===== config.mk =====
export PLATFORM = sky130hd
export DESIGN_NAME = centroid_marker_flat
export DESIGN_NICKNAME = d
export VERILOG_FILES = /design/src/rtl/centroid_marker_if.sv /design/src/rtl/centroid_marker.sv /design/src/flat_wrapper.sv
export SDC_FILE = /design/constraint.sdc
export NUM_CORES = 1
export LEC_CHECK = 0
export CAP_MARGIN = 10
export CORE_MARGIN = 2
export CORE_UTILIZATION = 57
export CTS_CLUSTER_DIAMETER = 150
export DETAILED_ROUTE_END_ITERATION = 12
export PLACE_DENSITY_LB_ADDON = 0.15
export SYNTH_ARGS = -nofsm -noshare
export SYNTH_HDL_FRONTEND = slang
export SYNTH_SLANG_ARGS = --single-unit

===== constraint.sdc =====
create_clock -name clk -period 4.5 [get_ports clk]
set_input_delay 0.675 -clock clk [delete_from_list [all_inputs] [get_ports clk]]
set_output_delay 0.675 -clock clk [all_outputs]
set_load 0.005 [all_outputs]

===== src/rtl/centroid_marker_if.sv =====
// Pixel stream bus for the centroid crosshair overlay: scan-order pixels in,
// the same stream one cycle later with the marker drawn over it.
interface centroid_marker_if;
  logic [17:0] pixel_in;
  logic [9:0]  x;
  logic [9:0]  y;
  logic [9:0]  xCenter;
  logic [9:0]  yCenter;
  logic [1:0]  colorSelect;
  logic [17:0] pixel_out;
  logic [9:0]  x_out;
  logic [9:0]  y_out;
  logic        marker_on;

  modport master (
    output pixel_in, x, y, xCenter, yCenter, colorSelect,
    input  pixel_out, x_out, y_out, marker_on
  );

  modport slave (
    input  pixel_in, x, y, xCenter, yCenter, colorSelect,
    output pixel_out, x_out, y_out, marker_on
  );
endinterface


===== src/rtl/centroid_marker.sv =====
// Draws a crosshair at the smoothed centroid of the tracked hue; blinks the
// marker when the reported centroid has stopped moving for a while.
module centroid_marker #(
  parameter int ARM          = 8,
  parameter int STALE_FRAMES = 15,
  parameter int BLINK_LOG2   = 4
) (
  input logic clk,
  input logic reset,
  centroid_marker_if.slave bus
);

  localparam logic signed [10:0] ARM_S     = 11'(ARM);
  localparam logic [7:0]         STALE_MAX = 8'(STALE_FRAMES);

  logic [9:0]          cx;
  logic [9:0]          cy;
  logic [9:0]          prevX;
  logic [9:0]          prevY;
  logic                seeded;
  logic [7:0]          stale;
  logic [BLINK_LOG2:0] frameCnt;

  logic                frameStart;
  logic [10:0]         sumX;
  logic [10:0]         sumY;
  logic signed [10:0]  dx;
  logic signed [10:0]  dy;
  logic                hit;
  logic                suppress;
  logic                drawMarker;

  function automatic logic signed [10:0] diff11(input logic [9:0] a, input logic [9:0] b);
    return $signed({1'b0, a}) - $signed({1'b0, b});
  endfunction

  function automatic logic withinArm(input logic signed [10:0] d);
    return (d <= ARM_S) && (d >= -ARM_S);
  endfunction

  function automatic logic [17:0] markerColor(input logic [1:0] sel);
    case (sel)
      2'd0:    return 18'h00FFF;
      2'd1:    return 18'h3F03F;
      default: return 18'h3FFC0;
    endcase
  endfunction

  assign frameStart = (bus.x == 10'd0) && (bus.y == 10'd0);
  assign sumX       = {1'b0, cx} + {1'b0, bus.xCenter};
  assign sumY       = {1'b0, cy} + {1'b0, bus.yCenter};

  // Distances are taken in 11-bit signed so the arms clip at the screen edges.
  assign dx  = diff11(bus.x, cx);
  assign dy  = diff11(bus.y, cy);
  assign hit = ((bus.y == cy) && withinArm(dx)) || ((bus.x == cx) && withinArm(dy));

  assign suppress   = !seeded
                   || ((cx == 10'd0) && (cy == 10'd0))
                   || ((stale == STALE_MAX) && frameCnt[BLINK_LOG2]);
  assign drawMarker = hit && !suppress;

  // Per-frame tracking state, updated on the (0,0) pixel after it has been drawn
  always_ff @(posedge clk) begin
    if (reset) begin
      cx       <= '0;
      cy       <= '0;
      prevX    <= '0;
      prevY    <= '0;
      seeded   <= 1'b0;
      stale    <= '0;
      frameCnt <= '0;
    end else if (frameStart) begin
      if (!seeded) begin
        cx     <= bus.xCenter;
        cy     <= bus.yCenter;
        seeded <= 1'b1;
      end else begin
        cx <= sumX[10:1];
        cy <= sumY[10:1];
      end
      if ((bus.xCenter == prevX) && (bus.yCenter == prevY)) begin
        if (stale != STALE_MAX) stale <= stale + 8'd1;
      end else begin
        stale <= '0;
      end
      prevX    <= bus.xCenter;
      prevY    <= bus.yCenter;
      frameCnt <= frameCnt + 1'b1;
    end
  end

  // Output stage: one cycle from pixel_in to pixel_out
  always_ff @(posedge clk) begin
    if (reset) begin
      bus.pixel_out <= '0;
      bus.x_out     <= '0;
      bus.y_out     <= '0;
      bus.marker_on <= 1'b0;
    end else begin
      bus.pixel_out <= drawMarker ? markerColor(bus.colorSelect) : bus.pixel_in;
      bus.x_out     <= bus.x;
      bus.y_out     <= bus.y;
      bus.marker_on <= drawMarker;
    end
  end

endmodule

===== src/flat_wrapper.sv =====
// flat-port wrapper written by rule: the top's interface ports become plain ports
module centroid_marker_flat 
#(
  parameter int ARM          = 8,
  parameter int STALE_FRAMES = 15,
  parameter int BLINK_LOG2   = 4
)
  (clk, reset, bus_pixel_in, bus_x, bus_y, bus_xCenter, bus_yCenter, bus_colorSelect, bus_pixel_out, bus_x_out, bus_y_out, bus_marker_on);
  centroid_marker_if bus_i ();
  input logic clk;
  input logic reset;
  input wire logic [$bits(bus_i.pixel_in)-1:0] bus_pixel_in;
  input wire logic [$bits(bus_i.x)-1:0] bus_x;
  input wire logic [$bits(bus_i.y)-1:0] bus_y;
  input wire logic [$bits(bus_i.xCenter)-1:0] bus_xCenter;
  input wire logic [$bits(bus_i.yCenter)-1:0] bus_yCenter;
  input wire logic [$bits(bus_i.colorSelect)-1:0] bus_colorSelect;
  output wire logic [$bits(bus_i.pixel_out)-1:0] bus_pixel_out;
  output wire logic [$bits(bus_i.x_out)-1:0] bus_x_out;
  output wire logic [$bits(bus_i.y_out)-1:0] bus_y_out;
  output wire logic [$bits(bus_i.marker_on)-1:0] bus_marker_on;
  assign bus_i.pixel_in = bus_pixel_in;
  assign bus_i.x = bus_x;
  assign bus_i.y = bus_y;
  assign bus_i.xCenter = bus_xCenter;
  assign bus_i.yCenter = bus_yCenter;
  assign bus_i.colorSelect = bus_colorSelect;
  assign bus_pixel_out = bus_i.pixel_out;
  assign bus_x_out = bus_i.x_out;
  assign bus_y_out = bus_i.y_out;
  assign bus_marker_on = bus_i.marker_on;
  centroid_marker #(.ARM(ARM), .STALE_FRAMES(STALE_FRAMES), .BLINK_LOG2(BLINK_LOG2)) u_core (.clk(clk), .reset(reset), .bus(bus_i));
endmodule

==> key figures, run 1 <==
Status
  – Outcome: complete, no violations

Power and ir drop
  – PwrDens: 250 nW/um^2
  – Sequential fraction of design power: between 50% and 60%
  – Max IR drop VDD: 205 uV
  – Logic pwr share: about 16%
  – Leakage: 0.00248 uW
  – Clk network pwr share: 33.5%
  – Switching part of the total: 26.1%
  – Internal power: 1240 uW
  – Switching power: around 440 uW

Finish
  – Final antenna diode count: 0
  – Final net count: 866
  – Post-route cell area: 6720 um^2
  – Post-synthesis to final-layout area growth: 23.5%
  – Share of final-layout standard cells stronger than drive strength 1: around 4.6%

Yosys
  – Cell types with the highest counts after synthesis: 93 x dfxtp_1, 75 x nand2_1, 65 x nor2_1
  – Number of enable flip-flop cells after synthesis: 0
  – Share of flip-flops with an asynchronous set or reset after synthesis: 0%
  – Sequential-to-total area share from yosys stat: 34.2%
  – Most frequent cell after synthesis: dfxtp_1
  – Post-synth cell types: 54
  – Post-synthesis cell count: 670
  – Mean instance size in the synthesized netlist: 8.12 um^2
  – Most area-consuming cells after synthesis: dfxtp_1 34%, ha_1 9.2%, a21oi_1 5.9%
  – Primary flip-flop cell chosen by synthesis mapping: dfxtp_1
  – Yosys top cell area share: between 30% and 40%
  – Cell area after synthesis: 5440 um^2
  – Synthesis-stage register bit count: between 90 and 100
  – Yosys warns: 0
  – Top cell type by total area after synthesis: dfxtp_1
  – Net Count, Synth: around 780

Clocking
  – Reg clk slew, reported paths: 90 ps
  – CTS buffer count: 9
  – Total of cells resized after clock tree synthesis: 0
  – CTS HTree Levels: 3
  – Setup Buffers After CTS: 0
  – Number of buffers added to fix hold violations after cts: 0
  – Clock Latency Late Sink: about 360 ps
  – TritonCTS clock tree: done
  – Num Clock Sinks: 93
  – Number of buffers on the longest clock path: 2
  – CTS root buf: clkbuf_8

Floorplanning
  – Standard-cell row count: 35
  – Top-level port count: 101
  – Core outline area: 9240 um^2
  – Die area: 10300 um^2
  – DIE HEIGHT: 102 um
  – Die Span X: 102 um
  – Initial Util: 58.9%

Worst setup path
  – Required arrival time at the worst endpoint: 4750 ps
  – Category of the worst setup path launch point: primary input
  – Endpoint of the lowest-slack register-to-register path: u_core.bus.pixel_out[12]
  – Number of cells on the worst reg-to-reg path: 12
  – Reg2Reg Setup Slack: 1120 ps
  – Worst endpoint data arrival time: 4090 ps
  – Critical path peak fanout: 10
  – Category of the most critical setup path: primary input to register
  – Type of element capturing the critical path: register
  – Start of the worst register-to-register path: u_core.cx[0]

Placed design
  – Final weighted congestion in routability-driven placement: between 0.9 and 1
  – Post-detailed-placement cell area: 6530 um^2
  – IO buf count: 100
  – HPWL after DPL: approximately 11000 um

Global routing
  – Overflow after GRT: 0
  – Number of global-route vias before repair: 4861
  – Total GRT Usage: 27.6%
  – Antenna violations before repair: 0
  – Pin count of the biggest net entering global routing: 51
  – Global-route wire length before repair: 22600 um

Timing
  – Actual slew at the worst max-slew pin: just over 800 ps
  – Setup clock skew after layout: between 10 and 15 ps
  – Period Utilization, post-route: 85.3%
  – Count of pins over their slew limit: 0
  – Relative slew margins: 45.2%
  – RSZ-0062 raised after global routing: no
  – Maximum achievable frequency: 261 MHz
  – Number of hold-slack violations in the final timing report: 0
  – Shortest period the worst path allows: between 3000 and 4000 ps
  – Final number of setup-violating endpoints: 0
  – Setup TNS after final layout: 0 ps

Routing
  – Count of unresolved DRC violations after routing: 0
  – Routed wirelength normalized by instance count: around 16 um
  – Routed Antenna Nets: 0
  – Number of iterations in the first detailed-routing pass: 5
  – Avg Vias per Cell: between 5 and 6
  – Number of DRC violations after detailed-routing iteration 0: roughly 280
  – Detailed-route wire length: around 14000 um
  – Via count of the routed design: a little over 5000

Hold path
  – Type of the tightest min-delay check: register to register
  – Hold Crit Start: u_core.prevX[1]
  – Worst hold path cell count: 2
  – Endpoint, Worst Hold: u_core.prevX[1]

Job
  – Number of violations of the max-capacitance limit: 0
layout by cell type (no fill, tap or decap), drive strengths merged, types with 4 or more instances in the layout:
cell	count
nor2	65
nor2b	25
buf	6
nor4	18
or4	4
inv	36
o211ai	4
a221oi	6
and2	5
o21a	8
nand4	13
ha	40
or3	5
mux2i	8
xor2	27
xnor2	28
a21oi	64
a211oi	11
nor3	14
nand2	76
o21ai	21
nand2b	12
dfxtp	93
clkbuf	11
nand3	19
clkdlybuf4s50	99
how the worst max path moves through the flow:
stage | startpoint | end | slack [ps] | cells past startpoint
2_1_floorplan | bus_x[0] | u_core.bus.pixel_out[10] | 1250 | 12
3_3_place_gp | bus_x[0] | u_core.bus.pixel_out[16] | 450 | 14
3_5_place_dp | bus_x[0] | u_core.bus.pixel_out[15] | 370 | 14
4_1_cts | bus_x[0] | u_core.bus.pixel_out[12] | 730 | 14
5_1_grt | bus_x[0] | u_core.bus.pixel_out[12] | 350 | 14
6_report | bus_x[0] | u_core.bus.pixel_out[12] | 660 | 14
stage by stage:
stage,hold slack (ps),setup slack [ps],util (%),std cells,total power (uW)
detailed placement,462,372,70.7,879,1130
finish,473,663,72.7,895,1680
global placement,454,452,70.7,879,1130
global route,489,353,72.7,895,1750
floorplan,448,1250,-,670,997
CTS,474,735,72.7,895,1690
sequential cells by signal, indices dropped and copies added (netlist names):
register	count
u_core.bus.marker_on	1
u_core.seeded	1
u_core.bus.x_out	10
u_core.cx	10
u_core.bus.pixel_out	18
u_core.cy	10
u_core.frameCnt	5
u_core.bus.y_out	10
u_core.prevY	10
u_core.prevX	10
u_core.stale	8
cell type report:
| cell class | count | area [um^2] |
|---|---|---|
| multi-input combinational | 516 | 3340 |
| fill | 749 | 2520 |
| sequential | 93 | 1860 |
| timing repair buffer | 105 | 1030 |
| tap | 129 | 161 |
| inverter | 36 | 135 |
| clock buffer | 11 | 131 |
| clock inverter | 5 | 58.8 |
power groups by stage:
stage | combinational [uW] | sequential [uW] | clock, uW
finish | 272 | 845 | 562
global route | 297 | 847 | 609
CTS | 270 | 845 | 571
detailed placement | 268 | 864 | 0
global placement | 261 | 864 | 0
floorplan | 130 | 867 | 0
routing by layer:
layer	vias to the layer above	GRT usage [%]	wire, um
li1	2523	-	-
met1	2410	35.6	6310
met2	136	47.1	6830
met3	19	3.86	722
met4	0	9.56	264
met5	-	0	0
kinds of logic (layout without fill, tap and decap cells):
group,count (synthesis),after routing,share of synthesized area [%]
buffers and inverters,61,157,4.48
AO/OA/AOI/OAI,141,141,16.5
AND/OR/NAND/NOR,268,268,24.0
XOR/XNOR,55,55,8.85
multiplexers,9,9,1.68
adder cells (fa/ha/maj),43,43,10.3
flip-flops,93,93,34.2
critical path: stages:
cell,delay (ps)
clkdlybuf4s50_1,470
inv_1,60
ha_1,220
fa_1,400
nand2b_1,200
a211oi_1,280
nor3_1,120
o21ai_0,350
nand4_1,130
or4_1,430
a41oi_2,250
buf_4,200
a31o_2,230
nor2_1,60
(Power assumes the default switching activity.)
==> run 2: changes to the inputs <==
--- a/config.mk
+++ b/config.mk
@@ -11,6 +11,7 @@
 export CTS_CLUSTER_DIAMETER = 150
 export DETAILED_ROUTE_END_ITERATION = 12
 export PLACE_DENSITY_LB_ADDON = 0.15
+export RECOVER_POWER = 50
 export SYNTH_ARGS = -nofsm -noshare
 export SYNTH_HDL_FRONTEND = slang
 export SYNTH_SLANG_ARGS = --single-unit
==> key figures, run 2 (synthesis gave the netlist of run 1 again) <==
Hold path
  – Type of the tightest min-delay check: register to register

Worst setup path
  – Category of the most critical setup path: primary input to register
  – Required arrival time at the worst endpoint: 4750 ps (about the same)
  – Start point of the critical path: bus_x[0]
  – Start of the worst register-to-register path: u_core.cx[0]
  – Endpoint of the lowest-slack register-to-register path: u_core.bus.pixel_out[12]
  – Critical path peak fanout: 10 (unchanged)
  – Kind of cell adding the most delay to the critical path: compound AO/OA/AOI/OAI gates
  – Number of cells on the worst reg-to-reg path: 12 (unchanged)
  – Sequence of cells on the critical path: clkdlybuf4s50_1 -> inv_1 -> ha_1 -> fa_1 -> nand2b_1 -> a211oi_1 -> nor3_1 -> o21ai_0 -> nand4_1 -> or4_1 -> a41oi_2 -> buf_4 -> a31o_2 -> nor2_1
  – Worst Path Buf+Inv: 3 (unchanged)
  – Worst stage delay on the critical path: 470 ps (about the same)
  – Path length in cells of the critical path: 14 (unchanged)
  – Capturing instance or port of the critical path: u_core.bus.pixel_out[12]
  – Reg2Reg Setup Slack: 1140 ps (+20 ps)
  – Type of element capturing the critical path: register
  – Category of the worst setup path launch point: primary input
  – Slowest CP cell: clkdlybuf4s50_1
  – Worst endpoint data arrival time: 4070 ps (-20 ps)

Placed design
  – HPWL after DPL: 10700 um (unchanged)
  – Final weighted congestion in routability-driven placement: 0.904 (unchanged)
  – Post-detailed-placement cell area: 6530 um^2 (unchanged)
  – Setup slack at placement: 372 ps (unchanged)
  – IO buf count: 100 (unchanged)

Global routing
  – Routing usage on met2: 47.1% (unchanged)
  – Overflow after GRT: 0 (unchanged)
  – Fraction of met3 tracks used by global routing: 3.86% (unchanged)
  – Antenna violations before repair: 0 (unchanged)
  – Global-route wire length before repair: 22600 um (unchanged)
  – GR Layer Usage met1: 35.6% (unchanged)
  – Total GRT Usage: 27.6% (unchanged)
  – Pin count of the biggest net entering global routing: 51 (unchanged)
  – GRT Max-Usage Layer: met2
  – Number of global-route vias before repair: 4861 (unchanged)

Floorplanning
  – Top-level port count: 101 (unchanged)
  – Die Span X: 102 um (unchanged)
  – Initial Util: 58.9% (unchanged)
  – Die area: 10300 um^2 (unchanged)
  – Standard-cell row count: 35 (unchanged)
  – Core outline area: 9240 um^2 (unchanged)
  – DIE HEIGHT: 102 um (unchanged)

Finish
  – Final net count: 866 (unchanged)
  – Max reg flops: 18 (unchanged)
  – Most used cells in the layout excluding fill and tap cells: 93 x dfxtp_1, 75 x nand2_1, 64 x nor2_1, 64 x a21oi_1, 60 x clkdlybuf4s50_1
  – Post-route cell area: 6720 um^2 (about the same)
  – Top reg by flops: u_core.bus.pixel_out
  – Post-synthesis to final-layout area growth: 23.4% (about the same)
  – Final antenna diode count: 0 (unchanged)
  – Most common library cell in the layout ignoring fill and taps: dfxtp_1
  – Share of final-layout standard cells stronger than drive strength 1: 4.31% (-0.26 points)

Timing
  – Relative slew margins: -29.3% (-74 points)
  – Period Utilization, post-route: 84.8% (-0.43 points)
  – Final number of setup-violating endpoints: 0 (unchanged)
  – Setup clock skew after layout: 11.9 ps (+1.08 ps)
  – Worst setup slack after layout: 682 ps (+19.5 ps)
  – Count of pins over their slew limit: 81 (+81)
  – RSZ-0062 raised after global routing: no
  – Number of hold-slack violations in the final timing report: 0 (unchanged)
  – Shortest period the worst path allows: 3820 ps (-19.5 ps)
  – Actual slew at the worst max-slew pin: 1940 ps (+1120 ps)
  – Maximum achievable frequency: 262 MHz (+0.51%)
  – Worst hold margin: 473 ps (+0.00600 ps)
  – Setup TNS after final layout: 0 ps (unchanged)

Routing
  – Count of unresolved DRC violations after routing: 0 (unchanged)
  – Avg Vias per Cell: 5.71 (+0.39%)
  – Number of iterations in the first detailed-routing pass: 5 (unchanged)
  – Routed Antenna Nets: 0 (unchanged)
  – Via count of the routed design: 5108 (+0.39%)
  – Routed wirelength normalized by instance count: 15.8 um (about the same)
  – Number of DRC violations after detailed-routing iteration 0: 302 (+7.1%)
  – Detailed-route wire length: 14100 um (about the same)

Job
  – Number of violations of the max-capacitance limit: 2 (+2)

Clocking
  – Total of cells resized after clock tree synthesis: 0 (unchanged)
  – Setup Buffers After CTS: 0 (unchanged)
  – CTS root buf: clkbuf_8
  – TritonCTS clock tree: done
  – CTS HTree Levels: 3 (unchanged)
  – CTS buffer count: 9 (unchanged)
  – Clock Latency Late Sink: 360 ps (about the same)
  – Num Clock Sinks: 93 (unchanged)
  – Number of buffers on the longest clock path: 2 (unchanged)
  – Number of buffers added to fix hold violations after cts: 0 (unchanged)
  – Reg clk slew, reported paths: 90 ps (about the same)

Power and ir drop
  – Internal power: 1230 uW (-0.54%)
  – Max IR drop VDD: 205 uV (+0.16%)
  – Logic pwr share: 15.8% (-0.4 points)
  – Switching power: 439 uW (+0.16%)
  – Leakage: 0.00255 uW (+2.8%)
  – Clk network pwr share: 33.7% (+0.2 points)
  – Sequential fraction of design power: 50.5% (+0.2 points)
  – Switching part of the total: 26.3% (+0.13 points)
  – PwrDens: 249 nW/um^2 (-0.28%)

Status
  – Violations in the final reports: capacitance limit, slew limit
  – Outcome: finished with violations
-- run 2: cell types whose count changed in the layout (fill, tap and decap cells not counted) --
cell,delta
buf_2,-1
clkbuf_1,+2
dlygate4sd3_1,+39
buf_4,-1
clkdlybuf4s50_1,-39
-- run 2: metal layers --
metal / wire length, um / up-vias
met4: 255 / 0
met5: 0 / -
li1: - / 2523
met1: 6290 / 2416
met3: 737 / 17
met2: 6860 / 152
-- run 2: layout make-up --
type                       instances  area [um^2]
inverter                          36          135
fill                             751         2520
multi-input combinational        516         3340
timing repair buffer             105         1030
sequential                        93         1860
clock buffer                      11          131
clock inverter                     5         58.8
tap                              129          161
-- run 2: worst min-delay path by stage --
stage / startpoint / to / slack (ps) / cells past startpoint
global route: u_core.prevY[9] / u_core.prevY[9] / 490 / 2
finish: u_core.prevX[1] / u_core.prevX[1] / 470 / 2
floorplan: u_core.prevX[0] / u_core.prevX[0] / 450 / 2
CTS: u_core.prevX[1] / u_core.prevX[1] / 470 / 2
global placement: u_core.prevX[1] / u_core.prevX[1] / 450 / 2
detailed placement: u_core.prevY[9] / u_core.prevY[9] / 460 / 2
-- run 2: through the flow --
stage | instances | power, uW | utilization [%]
6_report | 895 | 1670 | 72.7
3_5_place_dp | 879 | 1130 | 70.7
4_1_cts | 895 | 1690 | 72.7
2_1_floorplan | 670 | 997 | -
3_3_place_gp | 879 | 1130 | 70.7
5_1_grt | 895 | 1750 | 72.7
-- run 2: worst min-delay path, cell delays in order (launching register included) --
cell and delay (ps):
dfxtp_1 330, nand2_1 50, a21oi_1 50
-- run 2: power by group through the flow --
| stage | sequential (uW) | clock, uW | combinational [uW] |
|---|---|---|---|
| floorplan | 867 | 0 | 130 |
| global placement | 864 | 0 | 261 |
| detailed placement | 864 | 0 | 268 |
| CTS | 845 | 571 | 270 |
| global route | 846 | 609 | 290 |
| finish | 844 | 563 | 265 |
